## config.mk

```make
export PLATFORM = sky130hd
export DESIGN_NAME = f_fetch_ctrl_flat
export DESIGN_NICKNAME = d
export VERILOG_FILES = /design/src/rtl/f_fetch_ctrl_if.sv /design/src/rtl/f_fetch_ctrl.sv /design/src/flat_wrapper.sv
export SDC_FILE = /design/constraint.sdc
export NUM_CORES = 1
export LEC_CHECK = 0
export BUFFER_PORTS_ARGS = -buffer_cell sky130_fd_sc_hd__buf_2
export CAP_MARGIN = 20
export CORE_AREA = 2 2 149 151
export CTS_BUF_LIST = sky130_fd_sc_hd__clkbuf_4
export DETAILED_ROUTE_END_ITERATION = 7
export DIE_AREA = 0 0 151 153
export PLACE_DENSITY_LB_ADDON = 0.15
export SYNTH_ARGS = -nofsm -noshare
export SYNTH_HDL_FRONTEND = slang
export SYNTH_SLANG_ARGS = --single-unit
```

## constraint.sdc

```tcl
create_clock -name i_clk -period 2.08 [get_ports i_clk]
set_input_delay 0.104 -clock i_clk [delete_from_list [all_inputs] [get_ports i_clk]]
set_output_delay 0.104 -clock i_clk [all_outputs]
set_load 0.01 [all_outputs]
```

## src/rtl/f_fetch_ctrl_if.sv

```systemverilog
// Fetch-stage bundle: ID-stage redirect controls, hazard stall,
// instruction-memory handshake and F/D outputs.
interface f_fetch_ctrl_if;
    logic [1:0]  i_con_jump;
    logic        i_con_ifbranch;
    logic [31:0] i_addr_jump;
    logic [31:0] i_addr_jumpr;
    logic [31:0] i_addr_branch;
    logic        i_stall;
    logic        o_imem_req;
    logic [31:0] o_imem_addr;
    logic        i_imem_ack;
    logic [31:0] i_imem_rdata;
    logic [31:0] o_instr;
    logic        o_instr_valid;
    logic [31:0] o_addr_pc4;
    logic        o_flush;

    // Fetch controller side.
    modport master (
        input  i_con_jump, i_con_ifbranch, i_addr_jump, i_addr_jumpr,
               i_addr_branch, i_stall, i_imem_ack, i_imem_rdata,
        output o_imem_req, o_imem_addr, o_instr, o_instr_valid,
               o_addr_pc4, o_flush
    );

    // Environment side (ID stage, hazard unit, instruction memory).
    modport slave (
        output i_con_jump, i_con_ifbranch, i_addr_jump, i_addr_jumpr,
               i_addr_branch, i_stall, i_imem_ack, i_imem_rdata,
        input  o_imem_req, o_imem_addr, o_instr, o_instr_valid,
               o_addr_pc4, o_flush
    );
endinterface

```

## src/rtl/f_fetch_ctrl.sv

```systemverilog
// Fetch-stage sequencer: owns the PC, issues instruction-memory requests,
// applies branch/jr/j redirects, absorbs stalls with a one-entry skid.
module f_fetch_ctrl #(
    parameter logic [31:0] RESET_PC = 32'h0000_0000
) (
    input  logic          i_clk,
    input  logic          i_rst,
    f_fetch_ctrl_if.master bus
);

    localparam int unsigned XLEN = 32;

    typedef enum logic [1:0] {
        S_IDLE,
        S_REQ,
        S_DROP,
        S_HOLD
    } state_t;

    state_t            state_q, state_d;
    logic [XLEN-1:0]   pc_q, pc_d;
    logic [XLEN-1:0]   tgt_q, tgt_d;
    logic [XLEN-1:0]   skid_q, skid_d;
    logic [XLEN-1:0]   instr_q, instr_d;
    logic              valid_q, valid_d;
    logic [XLEN-1:0]   pc4_q, pc4_d;
    logic              req_q, req_d;

    logic              redirect_c;
    logic [XLEN-1:0]   target_raw_c;
    logic [XLEN-1:0]   target_c;
    logic [XLEN-1:0]   pc_inc_c;
    logic              flush_c;

    // Redirect decode and word-aligned target selection (branch > jr > j).
    always_comb begin
        redirect_c = !bus.i_stall && valid_q &&
                     (bus.i_con_ifbranch ||
                      bus.i_con_jump == 2'b01 ||
                      bus.i_con_jump == 2'b10);
        if (bus.i_con_ifbranch) begin
            target_raw_c = bus.i_addr_branch;
        end else if (bus.i_con_jump == 2'b10) begin
            target_raw_c = bus.i_addr_jumpr;
        end else begin
            target_raw_c = bus.i_addr_jump;
        end
        target_c = target_raw_c & ~XLEN'(3);
        pc_inc_c = pc_q + XLEN'(4);
    end

    // Next-state and datapath updates.
    always_comb begin
        state_d = state_q;
        pc_d    = pc_q;
        tgt_d   = tgt_q;
        skid_d  = skid_q;
        instr_d = instr_q;
        valid_d = valid_q;
        pc4_d   = pc4_q;
        flush_c = 1'b0;

        case (state_q)
            S_IDLE: begin
                state_d = S_REQ;
            end
            S_REQ: begin
                if (redirect_c && bus.i_imem_ack) begin
                    flush_c = 1'b1;
                    pc_d    = target_c;
                    valid_d = 1'b0;
                end else if (redirect_c) begin
                    // Outstanding request must complete before the new address.
                    flush_c = 1'b1;
                    tgt_d   = target_c;
                    valid_d = 1'b0;
                    state_d = S_DROP;
                end else if (bus.i_imem_ack && (!bus.i_stall || !valid_q)) begin
                    instr_d = bus.i_imem_rdata;
                    pc4_d   = pc_inc_c;
                    valid_d = 1'b1;
                    pc_d    = pc_inc_c;
                end else if (bus.i_imem_ack) begin
                    skid_d  = bus.i_imem_rdata;
                    pc_d    = pc_inc_c;
                    state_d = S_HOLD;
                end else if (!bus.i_stall) begin
                    valid_d = 1'b0;
                end
            end
            S_DROP: begin
                if (bus.i_imem_ack) begin
                    pc_d    = tgt_q;
                    state_d = S_REQ;
                end
            end
            S_HOLD: begin
                if (!bus.i_stall) begin
                    if (redirect_c) begin
                        flush_c = 1'b1;
                        valid_d = 1'b0;
                        pc_d    = target_c;
                    end else begin
                        // PC already points past the skid word.
                        instr_d = skid_q;
                        valid_d = 1'b1;
                        pc4_d   = pc_q;
                    end
                    state_d = S_REQ;
                end
            end
            default: begin
                state_d = S_IDLE;
            end
        endcase

        req_d = (state_d == S_REQ) || (state_d == S_DROP);
    end

    // State and output registers with synchronous reset.
    always_ff @(posedge i_clk) begin
        if (i_rst) begin
            state_q <= S_IDLE;
            pc_q    <= RESET_PC;
            tgt_q   <= '0;
            skid_q  <= '0;
            instr_q <= '0;
            valid_q <= 1'b0;
            pc4_q   <= '0;
            req_q   <= 1'b0;
        end else begin
            state_q <= state_d;
            pc_q    <= pc_d;
            tgt_q   <= tgt_d;
            skid_q  <= skid_d;
            instr_q <= instr_d;
            valid_q <= valid_d;
            pc4_q   <= pc4_d;
            req_q   <= req_d;
        end
    end

    assign bus.o_imem_req    = req_q;
    assign bus.o_imem_addr   = pc_q;
    assign bus.o_instr       = instr_q;
    assign bus.o_instr_valid = valid_q;
    assign bus.o_addr_pc4    = pc4_q;
    assign bus.o_flush       = flush_c;

endmodule

```

## src/flat_wrapper.sv

```systemverilog
// flat-port wrapper written by rule: the top's interface ports become plain ports
module f_fetch_ctrl_flat 
#(
    parameter logic [31:0] RESET_PC = 32'h0000_0000
)
  (i_clk, i_rst, bus_i_con_jump, bus_i_con_ifbranch, bus_i_addr_jump, bus_i_addr_jumpr, bus_i_addr_branch, bus_i_stall, bus_i_imem_ack, bus_i_imem_rdata, bus_o_imem_req, bus_o_imem_addr, bus_o_instr, bus_o_instr_valid, bus_o_addr_pc4, bus_o_flush);
  f_fetch_ctrl_if bus_i ();
  input  logic i_clk;
  input  logic i_rst;
  input wire logic [$bits(bus_i.i_con_jump)-1:0] bus_i_con_jump;
  input wire logic [$bits(bus_i.i_con_ifbranch)-1:0] bus_i_con_ifbranch;
  input wire logic [$bits(bus_i.i_addr_jump)-1:0] bus_i_addr_jump;
  input wire logic [$bits(bus_i.i_addr_jumpr)-1:0] bus_i_addr_jumpr;
  input wire logic [$bits(bus_i.i_addr_branch)-1:0] bus_i_addr_branch;
  input wire logic [$bits(bus_i.i_stall)-1:0] bus_i_stall;
  input wire logic [$bits(bus_i.i_imem_ack)-1:0] bus_i_imem_ack;
  input wire logic [$bits(bus_i.i_imem_rdata)-1:0] bus_i_imem_rdata;
  output wire logic [$bits(bus_i.o_imem_req)-1:0] bus_o_imem_req;
  output wire logic [$bits(bus_i.o_imem_addr)-1:0] bus_o_imem_addr;
  output wire logic [$bits(bus_i.o_instr)-1:0] bus_o_instr;
  output wire logic [$bits(bus_i.o_instr_valid)-1:0] bus_o_instr_valid;
  output wire logic [$bits(bus_i.o_addr_pc4)-1:0] bus_o_addr_pc4;
  output wire logic [$bits(bus_i.o_flush)-1:0] bus_o_flush;
  assign bus_i.i_con_jump = bus_i_con_jump;
  assign bus_i.i_con_ifbranch = bus_i_con_ifbranch;
  assign bus_i.i_addr_jump = bus_i_addr_jump;
  assign bus_i.i_addr_jumpr = bus_i_addr_jumpr;
  assign bus_i.i_addr_branch = bus_i_addr_branch;
  assign bus_i.i_stall = bus_i_stall;
  assign bus_i.i_imem_ack = bus_i_imem_ack;
  assign bus_i.i_imem_rdata = bus_i_imem_rdata;
  assign bus_o_imem_req = bus_i.o_imem_req;
  assign bus_o_imem_addr = bus_i.o_imem_addr;
  assign bus_o_instr = bus_i.o_instr;
  assign bus_o_instr_valid = bus_i.o_instr_valid;
  assign bus_o_addr_pc4 = bus_i.o_addr_pc4;
  assign bus_o_flush = bus_i.o_flush;
  f_fetch_ctrl #(.RESET_PC(RESET_PC)) u_core (.i_clk(i_clk), .i_rst(i_rst), .bus(bus_i));
endmodule
```

==> flow_summary.json <==
{
  "irDropWorstVdd_mv": 0.256,
  "avgSynthCellArea_um2": 7.48,
  "top_area_cells_in_the_synthesized_netlist": "sky130_fd_sc_hd__dfxtp_1 (37%), sky130_fd_sc_hd__nand2_1 (11%), sky130_fd_sc_hd__a21oi_1 (6.0%)",
  "crit_path_end_kind": "register",
  "std_cell_rows": 54,
  "setup_viol_count_final": 0,
  "power.leakage_nw": 4.75,
  "async_reset_ff_frac": 0,
  "yosysMostFrequentCell": "sky130_fd_sc_hd__nand2_1",
  "drt_pre_antenna_iters": 7,
  "route.detailed.vias_per_inst": 5.17,
  "cts.htree.levels": 4,
  "outcome": "completed",
  "slew_headroom": 0.519,
  "clk_pin_slew_ns": 0.15,
  "critical_path.top_delay_family": "simple AND/OR/NAND/NOR gates",
  "cts.root.buffer_cell": "sky130_fd_sc_hd__clkbuf_4",
  "grt_max_degree": 57,
  "grt_pass1_wl_mm": 44.2,
  "yosys.cell_types.count": 69,
  "flow.area_growth_from_synthesis_pct": 33.6,
  "core_area_mm2": 0.0215,
  "skew_ns": 0.0222,
  "netlist.area_leader.share": 0.373,
  "clock_path_buffers": 2,
  "routed_wirelength_mm": 27.9,
  "maxCapViolations": 0,
  "grt_setup_unrepaired": "yes",
  "syn-instance-count": 1133,
  "holdCritPathClass": "input pin to register",
  "tritoncts.num_buffers": 17,
  "report.final.hold_viol_count": 0,
  "die_width_um": 151,
  "timing.final.max_slew_violations": 0,
  "fillCellCount": 2178,
  "timing.critical_path.required_ns": 2.56,
  "ant_nets": 0,
  "antenna_found_initial": 1,
  "finalSetupTns_ns": 0,
  "synth_top_cell_by_area": "sky130_fd_sc_hd__dfxtp_1",
  "startpoint_type": "register",
  "drive_above_1_share": 0.290,
  "crit_buf_inv": 3,
  "cpMostUsedCell": "sky130_fd_sc_hd__buf_4",
  "die_outline_area_mm2": 0.0231,
  "post-route-min-period_ns": 2.00,
  "grt_overflow_total": 0,
  "totalPowerFinal_mw": 6.41,
  "crit_path_top_delay_cell": "sky130_fd_sc_hd__dfxtp_2",
  "detail_route.wl_per_cell_um": 16.0,
  "initialDrtViolationCount": 693,
  "worst_slew_pin_tran_ns": 0.721,
  "critPathArrivalTime_ns": 2.48,
  "synth_seq_cells": 158,
  "first_global_vias": 8194,
  "place.gp.congestion": 0.882,
  "ys_seq_area_frac": 0.373,
  "post-route-util": 0.527,
  "top_level_ports": 234,
  "synthFlopType": "sky130_fd_sc_hd__dfxtp_1",
  "synth_warnings": 0,
  "tritoncts": "done",
  "cp_cell_sequence": "buf_4, and3_1, buf_4, nand3_2, nor2_2, buf_4, nand3_1, xor2_1, a211oi_1",
  "mappedNetlistArea_mm2": 0.00848,
  "count_of_flip_flops_with_a_built_in_enable_after_synthesis": 0,
  "power_per_cell_area_mw_per_mm2": 566,
  "layout.nets": 1584,
  "critical_path_class": "register to register",
  "achievable-frequency_mhz": 501,
  "post-dp-hpwl_mm": 20.6,
  "synth_common_cells": "sky130_fd_sc_hd__nand2_1 (241), sky130_fd_sc_hd__dfxtp_1 (158), sky130_fd_sc_hd__nor2_1 (131), sky130_fd_sc_hd__a21oi_1 (102), sky130_fd_sc_hd__clkbuf_1 (58)",
  "crit_path_max_fanout": 7,
  "worst_skew_pair.late_latency_ns": 0.57,
  "finalCritPeriodShare": 0.960,
  "place.port_buffers": 223,
  "grt_use_total": 0.240,
  "critical_path.max_stage_delay_ns": 0.39,
  "initial_core_util": 0.395,
  "routed-via-count": 9014,
  "cts_sinks": 158,
  "die_h_um": 153,
  "drc": 0
}
==> placed cells by master (no fill, tap or decap), types with 17 or more instances in the layout <==
cell type	count
sky130_fd_sc_hd__buf_2	222
sky130_fd_sc_hd__dlygate4sd3_1	43
sky130_fd_sc_hd__o21ai_0	42
sky130_fd_sc_hd__a211oi_1	38
sky130_fd_sc_hd__nand3_1	26
sky130_fd_sc_hd__a311oi_1	33
sky130_fd_sc_hd__a21oi_1	102
sky130_fd_sc_hd__inv_1	28
sky130_fd_sc_hd__nor2_1	128
sky130_fd_sc_hd__mux2i_1	22
sky130_fd_sc_hd__dfxtp_1	153
sky130_fd_sc_hd__nand2_1	240
sky130_fd_sc_hd__clkbuf_4	17
sky130_fd_sc_hd__buf_4	123
sky130_fd_sc_hd__xnor2_1	19
==> metal layers <==
layer / wire length [µm] / GRT usage / vias up
met5: 0 / 0 / -
met4: 296 / 0.0485 / 0
met3: 1970 / 0.0451 / 23
met2: 12200 / 0.362 / 336
met1: 13500 / 0.358 / 4043
li1: - / - / 4612
==> worst paths after layout <==
kind / start / end / slack, ns / cells after the start
setup / recovery: u_core.bus.o_imem_addr[3] / u_core.bus.o_addr_pc4[11] / 0.08 / 9
hold / removal: bus_i_addr_branch[15] / u_core.tgt_q[15] / 0.04 / 6
setup reg to reg: u_core.bus.o_imem_addr[3] / u_core.bus.o_addr_pc4[11] / 0.08 / 9
hold reg to reg: u_core.tgt_q[11] / u_core.tgt_q[11] / 0.46 / 2
==> worst register-to-register path, cell delays in order (launching register included) <==
cell	delay (ns)
sky130_fd_sc_hd__dfxtp_2	0.39
sky130_fd_sc_hd__buf_4	0.11
sky130_fd_sc_hd__and3_1	0.26
sky130_fd_sc_hd__buf_4	0.16
sky130_fd_sc_hd__nand3_2	0.18
sky130_fd_sc_hd__nor2_2	0.18
sky130_fd_sc_hd__buf_4	0.17
sky130_fd_sc_hd__nand3_1	0.09
sky130_fd_sc_hd__xor2_1	0.16
sky130_fd_sc_hd__a211oi_1	0.21
==> final cells by class <==
class                   count  area [µm²]  share of cell area
repair buffers            395        2610               0.230
clock buffers              17         128              0.0113
diodes                      1        2.50            0.000221
clock inverters            15         145              0.0128
well taps                 280         350              0.0309
multi-input cells         848        4820               0.426
flip-flops and latches    158        3170               0.280
inverters                  28         105             0.00928
==> through the flow <==
stage | hold slack [ns] | cell area, µm² | cells | worst slack [ns]
after floorplan | 0.240 | 8500 | 1136 | 0.0138
after global placement | 0.359 | 10600 | 1664 | -0.0491
after detailed placement | 0.363 | 10600 | 1664 | -0.0322
after CTS | 0.00461 | 11300 | 1739 | 0.0112
after global routing | 0.0214 | 11300 | 1742 | -0.00336
final | 0.0370 | 11300 | 1742 | 0.0842
==> power by group <==
group          internal [mW]  leakage (nW)  switching, mW
Clock                  0.537         0.141           1.29
Combinational          0.607          3.32          0.725
Sequential              3.17          1.29         0.0898
==> registers in the layout, indices dropped and copies added (netlist names) <==
name / flops
u_core.bus.o_addr_pc4: 30
u_core.bus.o_imem_addr: 30
u_core.bus.o_imem_req: 1
u_core.bus.o_instr: 32
u_core.bus.o_instr_valid: 1
u_core.skid_q: 32
u_core.state_q: 2
u_core.tgt_q: 30
==> kinds of logic (layout without fill, tap and decap cells) <==
| group | count (synthesis) | after routing | synth area share |
|---|---|---|---|
| adder cells (fa/ha/maj) | 1 | 1 | 0.00148 |
| multiplexers | 27 | 27 | 0.0326 |
| other | 1 | 5 | 0.000442 |
| AND/OR/NAND/NOR | 485 | 485 | 0.259 |
| buffers and inverters | 130 | 455 | 0.0664 |
| AO/OA/AOI/OAI | 298 | 298 | 0.232 |
| XOR/XNOR | 33 | 33 | 0.0350 |
| flip-flops | 158 | 158 | 0.373 |
==> repair_timing <==
action | CTS | global route
endpoints found under the hold margin | 97 | 0
gates resized for setup | 2 | 7
pin swaps | 1 | 1
setup endpoints to repair | 4 | 38
buffers inserted | 0 | 2
gates cloned | 0 | 0
hold buffers | 43 | 0
Power figures use the tool's default switching activity.
